$ cat src/rtl/accum_addsub_4bit_pkg.sv
// ----------------------------------------------------------------------------
// accum_addsub_4bit_pkg
// Shared definitions for the accumulate add/subtract sequencer:
//   - state_t : sequencer FSM states (IDLE/LOAD/RUN/DONE)
//   - OP_ADD / OP_SUB : values of the m (mode) input
//   - DATA_W : operand / accumulator width
// ----------------------------------------------------------------------------
package accum_addsub_4bit_pkg;

   localparam int DATA_W = 4;

   localparam logic OP_ADD = 1'b0;
   localparam logic OP_SUB = 1'b1;

   typedef enum logic [1:0] {
      ST_IDLE = 2'd0,
      ST_LOAD = 2'd1,
      ST_RUN  = 2'd2,
      ST_DONE = 2'd3
   } state_t;

endpackage : accum_addsub_4bit_pkg

$ cat src/rtl/fulladder_4_bit.sv
// ----------------------------------------------------------------------------
// fulladder_4_bit
// Combinational 4-bit ripple adder/subtractor.
//   a, b  in  4  operands
//   m     in  1  0 = add (a + b), 1 = subtract (a + ~b + 1)
//   s     out 4  result, modulo 16
//   cout  out 1  carry out; for subtract, 1 means no borrow
// ----------------------------------------------------------------------------
module fulladder_4_bit
   import accum_addsub_4bit_pkg::*;
(
   input  logic [DATA_W-1:0] a,
   input  logic [DATA_W-1:0] b,
   input  logic              m,
   output logic [DATA_W-1:0] s,
   output logic              cout
);

   logic [DATA_W-1:0] bx;
   logic [DATA_W:0]   c;

   // Subtraction is two's complement: invert b and inject m as carry-in.
   assign bx   = b ^ {DATA_W{m}};
   assign c[0] = m;

   for (genvar i = 0; i < DATA_W; i++) begin : g_bit
      assign s[i]   = a[i] ^ bx[i] ^ c[i];
      assign c[i+1] = (a[i] & bx[i]) | (a[i] & c[i]) | (bx[i] & c[i]);
   end

   assign cout = c[DATA_W];

endmodule : fulladder_4_bit

$ cat src/rtl/accum_addsub_4bit.sv
// ----------------------------------------------------------------------------
// accum_addsub_4bit
// Sequencing stage around fulladder_4_bit. After start, accepts NUM_OPS
// operands over a valid/ready handshake: the first loads the accumulator,
// each following one is added to / subtracted from it. Sum and carry are
// registered back into the accumulator and signed overflow is kept sticky.
//   clk       in  1  clock, rising edge
//   rst       in  1  synchronous active-high reset
//   start     in  1  begin a sequence (honoured only in IDLE)
//   in_valid  in  1  operand present
//   in_ready  out 1  operand accepted this cycle when in_valid is high
//   operand   in  4  operand value
//   m         in  1  0 = add, 1 = subtract (acc - operand)
//   acc       out 4  accumulator
//   carry     out 1  adder cout of last accepted operation
//   ovf       out 1  sticky signed overflow for current sequence
//   count     out 4  operands accepted in current sequence
//   done      out 1  one-cycle completion pulse
// ----------------------------------------------------------------------------
module accum_addsub_4bit
   import accum_addsub_4bit_pkg::*;
#(
   parameter int NUM_OPS = 4
) (
   input  logic              clk,
   input  logic              rst,
   input  logic              start,
   input  logic              in_valid,
   output logic              in_ready,
   input  logic [DATA_W-1:0] operand,
   input  logic              m,
   output logic [DATA_W-1:0] acc,
   output logic              carry,
   output logic              ovf,
   output logic [3:0]        count,
   output logic              done
);

   if (NUM_OPS < 2 || NUM_OPS > 15) begin : g_bad_num_ops
      $error("accum_addsub_4bit: NUM_OPS must be in 2..15");
   end

   localparam logic [3:0] LAST_CNT = 4'(NUM_OPS);

   // Signed overflow of acc (+/-) operand, judged on sign bits only.
   function automatic logic ovf_detect(input logic a_msb, input logic b_msb,
                                       input logic s_msb, input logic sub);
      logic same_sign;
      same_sign = (a_msb == b_msb);
      return (sub ? !same_sign : same_sign) && (s_msb != a_msb);
   endfunction

   state_t            state, state_nxt;
   logic              accept;
   logic [DATA_W-1:0] sum;
   logic              cout;
   logic [3:0]        count_nxt;
   logic              ovf_now;

   fulladder_4_bit u_adder (
      .a    (acc),
      .b    (operand),
      .m    (m),
      .s    (sum),
      .cout (cout)
   );

   assign accept    = in_valid & in_ready;
   assign count_nxt = count + 4'd1;
   assign ovf_now   = ovf_detect(acc[DATA_W-1], operand[DATA_W-1],
                                 sum[DATA_W-1], m == OP_SUB);

   // FSM state register
   always_ff @(posedge clk) begin
      if (rst) state <= ST_IDLE;
      else     state <= state_nxt;
   end

   // FSM next-state logic
   always_comb begin
      state_nxt = state;
      case (state)
         ST_IDLE: if (start)  state_nxt = ST_LOAD;
         ST_LOAD: if (accept) state_nxt = ST_RUN;
         ST_RUN:  if (accept && count_nxt == LAST_CNT) state_nxt = ST_DONE;
         ST_DONE: state_nxt = ST_IDLE;
         default: state_nxt = ST_IDLE;
      endcase
   end

   // FSM outputs: pure state decode, no path from in_valid or start.
   always_comb begin
      in_ready = 1'b0;
      done     = 1'b0;
      case (state)
         ST_LOAD, ST_RUN: in_ready = 1'b1;
         ST_DONE:         done     = 1'b1;
         default:         ;
      endcase
   end

   // Accumulator / status registers
   always_ff @(posedge clk) begin
      if (rst) begin
         acc   <= '0;
         carry <= 1'b0;
         ovf   <= 1'b0;
         count <= '0;
      end else begin
         case (state)
            ST_IDLE: if (start) begin
               acc   <= '0;
               carry <= 1'b0;
               ovf   <= 1'b0;
               count <= '0;
            end
            ST_LOAD: if (accept) begin
               acc   <= operand;
               carry <= 1'b0;
               count <= 4'd1;
            end
            ST_RUN: if (accept) begin
               acc   <= sum;
               carry <= cout;
               ovf   <= ovf | ovf_now;
               count <= count_nxt;
            end
            default: ;
         endcase
      end
   end

endmodule : accum_addsub_4bit

$ cat config.mk
export PLATFORM = sky130hd
export DESIGN_NAME = accum_addsub_4bit
export DESIGN_NICKNAME = d
export VERILOG_FILES = /design/src/rtl/accum_addsub_4bit_pkg.sv /design/src/rtl/fulladder_4_bit.sv /design/src/rtl/accum_addsub_4bit.sv
export SDC_FILE = /design/constraint.sdc
export NUM_CORES = 1
export LEC_CHECK = 0
export BUFFER_PORTS_ARGS = -buffer_cell sky130_fd_sc_hd__buf_4
export CORE_MARGIN = 5
export CORE_UTILIZATION = 46
export CTS_BUF_LIST = sky130_fd_sc_hd__clkbuf_16
export DETAILED_ROUTE_END_ITERATION = 8
export GPL_TIMING_DRIVEN = 0
export PLACE_DENSITY = 0.75
export REMOVE_ABC_BUFFERS = 1
export SLEW_MARGIN = 25
export SYNTH_ARGS = -nofsm -noshare
export SYNTH_HDL_FRONTEND = slang
export SYNTH_SLANG_ARGS = --single-unit
$ cat constraint.sdc
create_clock -name clk -period 7.5 [get_ports clk]
set_clock_uncertainty 0.15 [all_clocks]
set_input_delay 0.75 -clock clk [delete_from_list [all_inputs] [get_ports clk]]
set_output_delay 0.75 -clock clk [all_outputs]
set_load 0.1 [all_outputs]
## Word level (Yosys, flattened, before mapping)

Cells that the tools add are included.

- Flip-flop bits (word level): 12
- Bits in latches: 0
- Bits in writable memories: 0
- Memory bits (read-only): 0
- Input port bits: 9
- Word-level logic and storage cells: 77
- Memories: 0

- Add/subtract/negate cells: 1
- $mul: 0
- Div/mod/pow operators: 0
- $lt $le $gt $ge: 0
- Equality and inequality tests: 10
- Shift operators: 0
- Multiplexer cells: 20
- Bitwise gates (word level): 31
- Reductions and logical operators: 10

Operator list:

| operator | count |
|---|---|
| $pmux W4 S3 | 2 |
| $mux W4 | 5 |
| $and A1 B1 Y1 | 13 |
| $or A1 B1 Y1 | 9 |
| $ne A2 B2 Y1 const B | 4 |
| $pmux W2 S4 | 1 |
| $xor A1 B1 Y1 | 8 |
| $mux W1 | 7 |
| $mux W2 | 3 |
| $reduce_and A3 Y1 | 2 |
| $add A4 B1 Y4 const B | 1 |
| $eq A2 B2 Y1 const B | 2 |
| $eq A4 B3 Y1 const B | 1 |
| $reduce_and A4 Y1 | 1 |
| $xor A4 B4 Y4 | 1 |
| $pmux W1 S3 | 1 |
| $reduce_bool A3 Y1 | 1 |
| $eq A2 B1 Y1 const B | 1 |
| $logic_and A1 B1 Y1 | 2 |
| $logic_not A2 Y1 | 1 |
| $pmux W1 S2 | 1 |
| $reduce_bool A2 Y1 | 1 |
| $reduce_or A2 Y1 | 1 |
| $eq A1 B1 Y1 | 1 |
| 2 further kinds | 2 |

## Logic depth before layout (Yosys ltp)

- Word-level depth: 16
- Depth in mapped cells: 9

## Hierarchy

From an unflattened synthesis, not the netlist that was laid out.

- Cell total of the unflattened synthesis: 92
- Area, all modules: 830.8 µm²

By module, submodules not included:

| module | instances | cells an instance | area an instance (µm²) | seq. area each (µm²) |
|---|---|---|---|---|
| accum_addsub_4bit | 1 | 80 | 709.4 | 240.2 |
| fulladder_4_bit | 1 | 12 | 121.4 | 0.0 |

## Worst setup path after synthesis

Ideal clock, no wire load.

- Path type: register to register
- Start point: register acc[0]
- End point: register ovf
- Library setup time: 0.091 ns
- Arrival time: 3.038 ns
- Required time: 7.259 ns
- Setup slack: 4.221 ns
- Cell stages (with the launch flop): 10
- Clock period less this slack: 3.279 ns
- Path through: dfxtp_1 > mux2i_1 > fa_1 > fa_1 > inv_1 > fa_1 > nand2b_1 > mux2i_1 > a31oi_1 > a311oi_1

- Cells in the longest elaborated chain, start to end: 15
- Elaborated cells on any way between the ends: 18

Ends and longest elaborated chain:

| element | line | RTL |
|---|---|---|
| start: declaration | accum_addsub_4bit.sv:32 | `output logic [DATA_W-1:0] acc,` |
| start signal: assignment | accum_addsub_4bit.sv:118 | `acc <= operand;` |
| start signal: assignment | accum_addsub_4bit.sv:123 | `acc <= sum;` |
| $and A1 B1 Y1 | fulladder_4_bit.sv:28 | `assign c[i+1] = (a[i] & bx[i]) \| (a[i] & c[i]) \| (bx[i] & c[i]);` |
| $or A1 B1 Y1 (*) (2 in a row) | fulladder_4_bit.sv:28 |  |
| $and A1 B1 Y1 | fulladder_4_bit.sv:28 |  |
| $or A1 B1 Y1 | fulladder_4_bit.sv:28 |  |
| $or A1 B1 Y1 (*) | fulladder_4_bit.sv:28 |  |
| $and A1 B1 Y1 | fulladder_4_bit.sv:28 |  |
| $or A1 B1 Y1 | fulladder_4_bit.sv:28 |  |
| $or A1 B1 Y1 (*) | fulladder_4_bit.sv:28 |  |
| $xor A1 B1 Y1 (*) | fulladder_4_bit.sv:27 | `assign s[i] = a[i] ^ bx[i] ^ c[i];` |
| $ne A1 B1 Y1 (*) | accum_addsub_4bit.sv:50 | `return (sub ? !same_sign : same_sign) && (s_msb != a_msb);` |
| $logic_and A1 B1 Y1 (*) | accum_addsub_4bit.sv:50 |  |
| $or A1 B1 Y1 (*) | accum_addsub_4bit.sv:125 | `ovf <= ovf \| ovf_now;` |
| $mux W1 (*) | accum_addsub_4bit.sv:122 | `ST_RUN: if (accept) begin` |
| $pmux W1 S2 (*) | accum_addsub_4bit.sv:110 | `case (state)` |
| end signal: assignment | accum_addsub_4bit.sv:125 |  |
| end: declaration | accum_addsub_4bit.sv:34 | `output logic ovf,` |

Mark *: on every way between the ends. The rest lies on a longest branch, timed or not. The select of a mux whose other input is x is not followed.
A chain may end at the register's enable or synchronous reset.

## Worst setup path after layout

- Start point: input m
- End point: register ovf

- Cells in the longest elaborated chain, start to end: 16
- Elaborated cells on any way between the ends: 24

Ends and longest elaborated chain:

| element | line | RTL |
|---|---|---|
| start: declaration | accum_addsub_4bit.sv:31 | `input logic m,` |
| $xor A4 B4 Y4 | fulladder_4_bit.sv:23 | `assign bx = b ^ {DATA_W{m}};` |
| $and A1 B1 Y1 | fulladder_4_bit.sv:28 |  |
| $or A1 B1 Y1 (2 in a row) | fulladder_4_bit.sv:28 |  |
| $and A1 B1 Y1 | fulladder_4_bit.sv:28 |  |
| $or A1 B1 Y1 (2 in a row) | fulladder_4_bit.sv:28 |  |
| $and A1 B1 Y1 | fulladder_4_bit.sv:28 |  |
| $or A1 B1 Y1 (2 in a row) | fulladder_4_bit.sv:28 |  |
| $xor A1 B1 Y1 | fulladder_4_bit.sv:27 |  |
| $ne A1 B1 Y1 | accum_addsub_4bit.sv:50 |  |
| $logic_and A1 B1 Y1 (*) | accum_addsub_4bit.sv:50 |  |
| $or A1 B1 Y1 (*) | accum_addsub_4bit.sv:125 |  |
| $mux W1 (*) | accum_addsub_4bit.sv:122 |  |
| $pmux W1 S2 (*) | accum_addsub_4bit.sv:110 |  |

Marks and branches as above.

==> summary.txt <==
Floorplan
  – Die Y: 53.1 um
  – Core Area: 1750 um^2
  – Row Count: 15
  – Ports: 21
  – Total die area: 2820 um^2
  – Starting Density: 0.490
  – Die width: 53.1 um

Logic synthesis
  – Post-synthesis cell count: 97
  – Count leader, synth: dfxtp_1
  – Commonest cells in the synthesized netlist: 12 x dfxtp_1, 11 x nand2_1, 9 x a21oi_1
  – Seq cells post-synth: 12
  – Syn_area_per_cell: 8.82 um^2
  – Syn Std Cell Area: 856 um^2
  – Synth cell types: 32
  – Yosys top cell by area: dfxtp_1
  – Yosys warnings: 0
  – EDFF count, synth: 0
  – Synth Area in Compound Gates: 0.209
  – Sequential-to-total area share from yosys stat: 0.281
  – Most used DFF post-synth: dfxtp_1
  – Post-Synth XOR/XNOR Area: 0.0409
  – Async set or reset register ratio after synthesis: 0
  – Largest cells by area after synthesis: dfxtp_1 28%, ha_1 10%, fa_1 7.0%, a21oi_1 5.3%, nand2_1 4.8%
  – Main combinational cell family by area after synthesis: simple AND/OR/NAND/NOR gates
  – Adder-cell share of the synthesized area: 0.173
  – Post-synth top area share: 0.281
  – Multiplexer share of the synthesized area: 0.0234
  – Post-Synth Simple-Gate Area: 0.216

STA
  – Slew HR: 0.696
  – Fin. Hold Viols: 0
  – Max Slew Vio Count: 0
  – RSZ-0062 raised after global routing: false
  – Period minus WS final: 2.95 ns
  – Setup TNS: 0 ns
  – Fmax: 0.339 GHz
  – Post-route setup slack: 4.55 ns
  – Final setup vio count: 0
  – Crit share post-route: 0.393
  – Least-Margin Pin Slew: 0.453 ns
  – WHS: 0.300 ns

Detailed routing
  – Via count: 756
  – Starting DRT DRC Count: 14
  – DRC: 0
  – Post-DRT Antenna Nets: 0
  – Vias per inst: 5.29
  – Drt wl/cell: 13.0 um
  – Post-Route WL: 1.86 mm
  – Initial DRT Pass Iterations: 4

Worst setup path
  – Worst stage delay on the critical path: 0.43 ns
  – Crit Path Class: in -> reg
  – Buf+Inv Stages, Crit Path: 2
  – CP arrival: 2.95 ns
  – Worst path cell trace: buf_4 -> xnor2_1 -> fa_1 -> fa_1 -> inv_1 -> fa_1 -> nand2b_1 -> mux2i_1 -> a31oi_1 -> a311oi_1
  – CP top delay family: adder cells
  – Req. time, crit path: 7.50 ns
  – Critical Path End Type: flop
  – Most used cell, CP: fa_1
  – Crit path max fanout: 4
  – CP max-delay cell: fa_1
  – Setup crit start kind: input port

Clock network
  – CTS Buf Count: 3
  – CTS root buffer: clkbuf_16
  – Post-CTS Resized: 0
  – CTS tree: built
  – Hold Buf Count CTS: 0
  – Largest buffer count on any clock path: 2
  – H-tree Lvls: 1
  – Clock slew at the register clock pins of the worst setup and hold paths: 0.04 ns
  – Num Clock Sinks: 12
  – Clk Latency, worst-skew pair: 0.24 ns
  – Post-CTS Setup Inserts: 0

Run
  – Total of max-cap violations: 0

Final layout
  – Fillers: 144
  – Area Growth Syn to Fin: 28.2%
  – Layout cells sized above 1: 0.254
  – Antenna cells: 0
  – Design Area, Final: 1100 um^2
  – Non-Filler Instances: 143
  – Nets: 138

Power and ir drop
  – Power Dens Cells: 379 nW/um^2
  – Worst vdd ir: 0.000203 V
  – Leakage power: 0.447 nW

Global routing
  – Pin count of the biggest net entering global routing: 13
  – Vias in the first global route: 723
  – GRT Resource Usage Total: 0.159
  – Overflow after GRT: 0
  – First-pass GRT wire length: 3.24 mm
  – Initial antenna violation count: 0

Placement
  – Port Buf Inserts: 20
  – DP HPWL: 1.39 mm
  – Pre-CTS setup slack: 4.27 ns
  – Placed Instances: 139
  – Placed cell areas: 1020 um^2
  – Placer's final routability congestion estimate: 0.762

Hold path
  – Worst hold path class: reg -> reg

Run status
  – Outcome: finished, final reports clean
path summary, 6_finish.rpt:
path	from	cells after the start	to	slack, ns
max reg2reg	acc[0]	9	ovf	4.86
min	carry	2	carry	0.30
max	m	10	ovf	4.55
min reg2reg	carry	2	carry	0.30
through the flow:
step           total power, mW  utilization
2_1_floorplan            0.271            -
5_1_grt                  0.443        0.629
6_report                 0.415        0.629
3_3_place_gp             0.314        0.584
3_5_place_dp             0.315        0.584
4_1_cts                  0.418        0.629
layout make-up:
class,instances,area [um^2],area share
tap,25,31.3,0.0285
clock inverter,1,3.75,0.00342
timing repair buffer,20,150,0.137
clock buffer,3,75.1,0.0684
sequential,12,240,0.219
multi-input combinational,74,567,0.517
inverter,8,30.0,0.0274
logic make-up after synthesis:
kind of cell	Yosys count
mux	2
simple gates	33
flops	12
compound gates	25
fa+ha+maj	10
buf+inv	11
xor+xnor	4
worst reg2reg max path, delay by kind of cell (launching register included):
kind                       cells  cell delay [ns]
AOI/OAI and AO/OA              2             0.30
adders and majority gates      3             1.21
buffers and inverters          1             0.08
DFF                            1             0.39
muxes                          2             0.26
and+or+nand+nor                1             0.16
layer usage:
metal / routed length, um / part of all wire / up-vias / track usage
met5: 0 / 0 / - / 0
met4: 23 / 0.012 / 0 / 0.0638
met3: 67 / 0.036 / 3 / 0.0423
met2: 928 / 0.50 / 18 / 0.244
met1: 840 / 0.45 / 354 / 0.208
li1: - / - / 381 / -
cells in the final DEF, fill, tap and decap left out:
cell type | synthesis | layout
and2b_1 | 1 | 1
clkinv_1 | 0 | 1
xnor2_1 | 3 | 3
nor2b_1 | 1 | 1
a211oi_1 | 1 | 1
nand2b_1 | 2 | 2
dfxtp_1 | 12 | 12
a21oi_1 | 9 | 9
inv_1 | 7 | 7
a22oi_2 | 1 | 1
nand4_1 | 2 | 2
a311oi_1 | 1 | 1
nand2_1 | 11 | 11
a21o_2 | 1 | 1
clkbuf_16 | 0 | 3
a2111o_1 | 1 | 1
nor2_1 | 3 | 3
o21ai_0 | 5 | 5
fa_1 | 3 | 3
ha_1 | 7 | 7
or2b_1 | 1 | 1
nor4_4 | 1 | 1
mux2i_1 | 2 | 2
xor2_1 | 1 | 1
nand2_4 | 1 | 1
buf_4 | 0 | 20
inv_2 | 1 | 1
or3b_2 | 1 | 1
a31oi_1 | 4 | 4
nand3_1 | 7 | 7
a2111oi_4 | 1 | 1
o21bai_1 | 1 | 1
nor3_1 | 2 | 2
registers in the layout, indices dropped and copies added (netlist names):
register	cells
acc	4
count	4
state	2
carry	1
ovf	1
where the power goes:
group,total [mW],switching [mW],internal [mW]
combinational,0.233,0.166,0.0666
sequential,0.0831,0.0104,0.0728
clock,0.0992,0.0289,0.0703
Power figures use the tool's default switching activity.
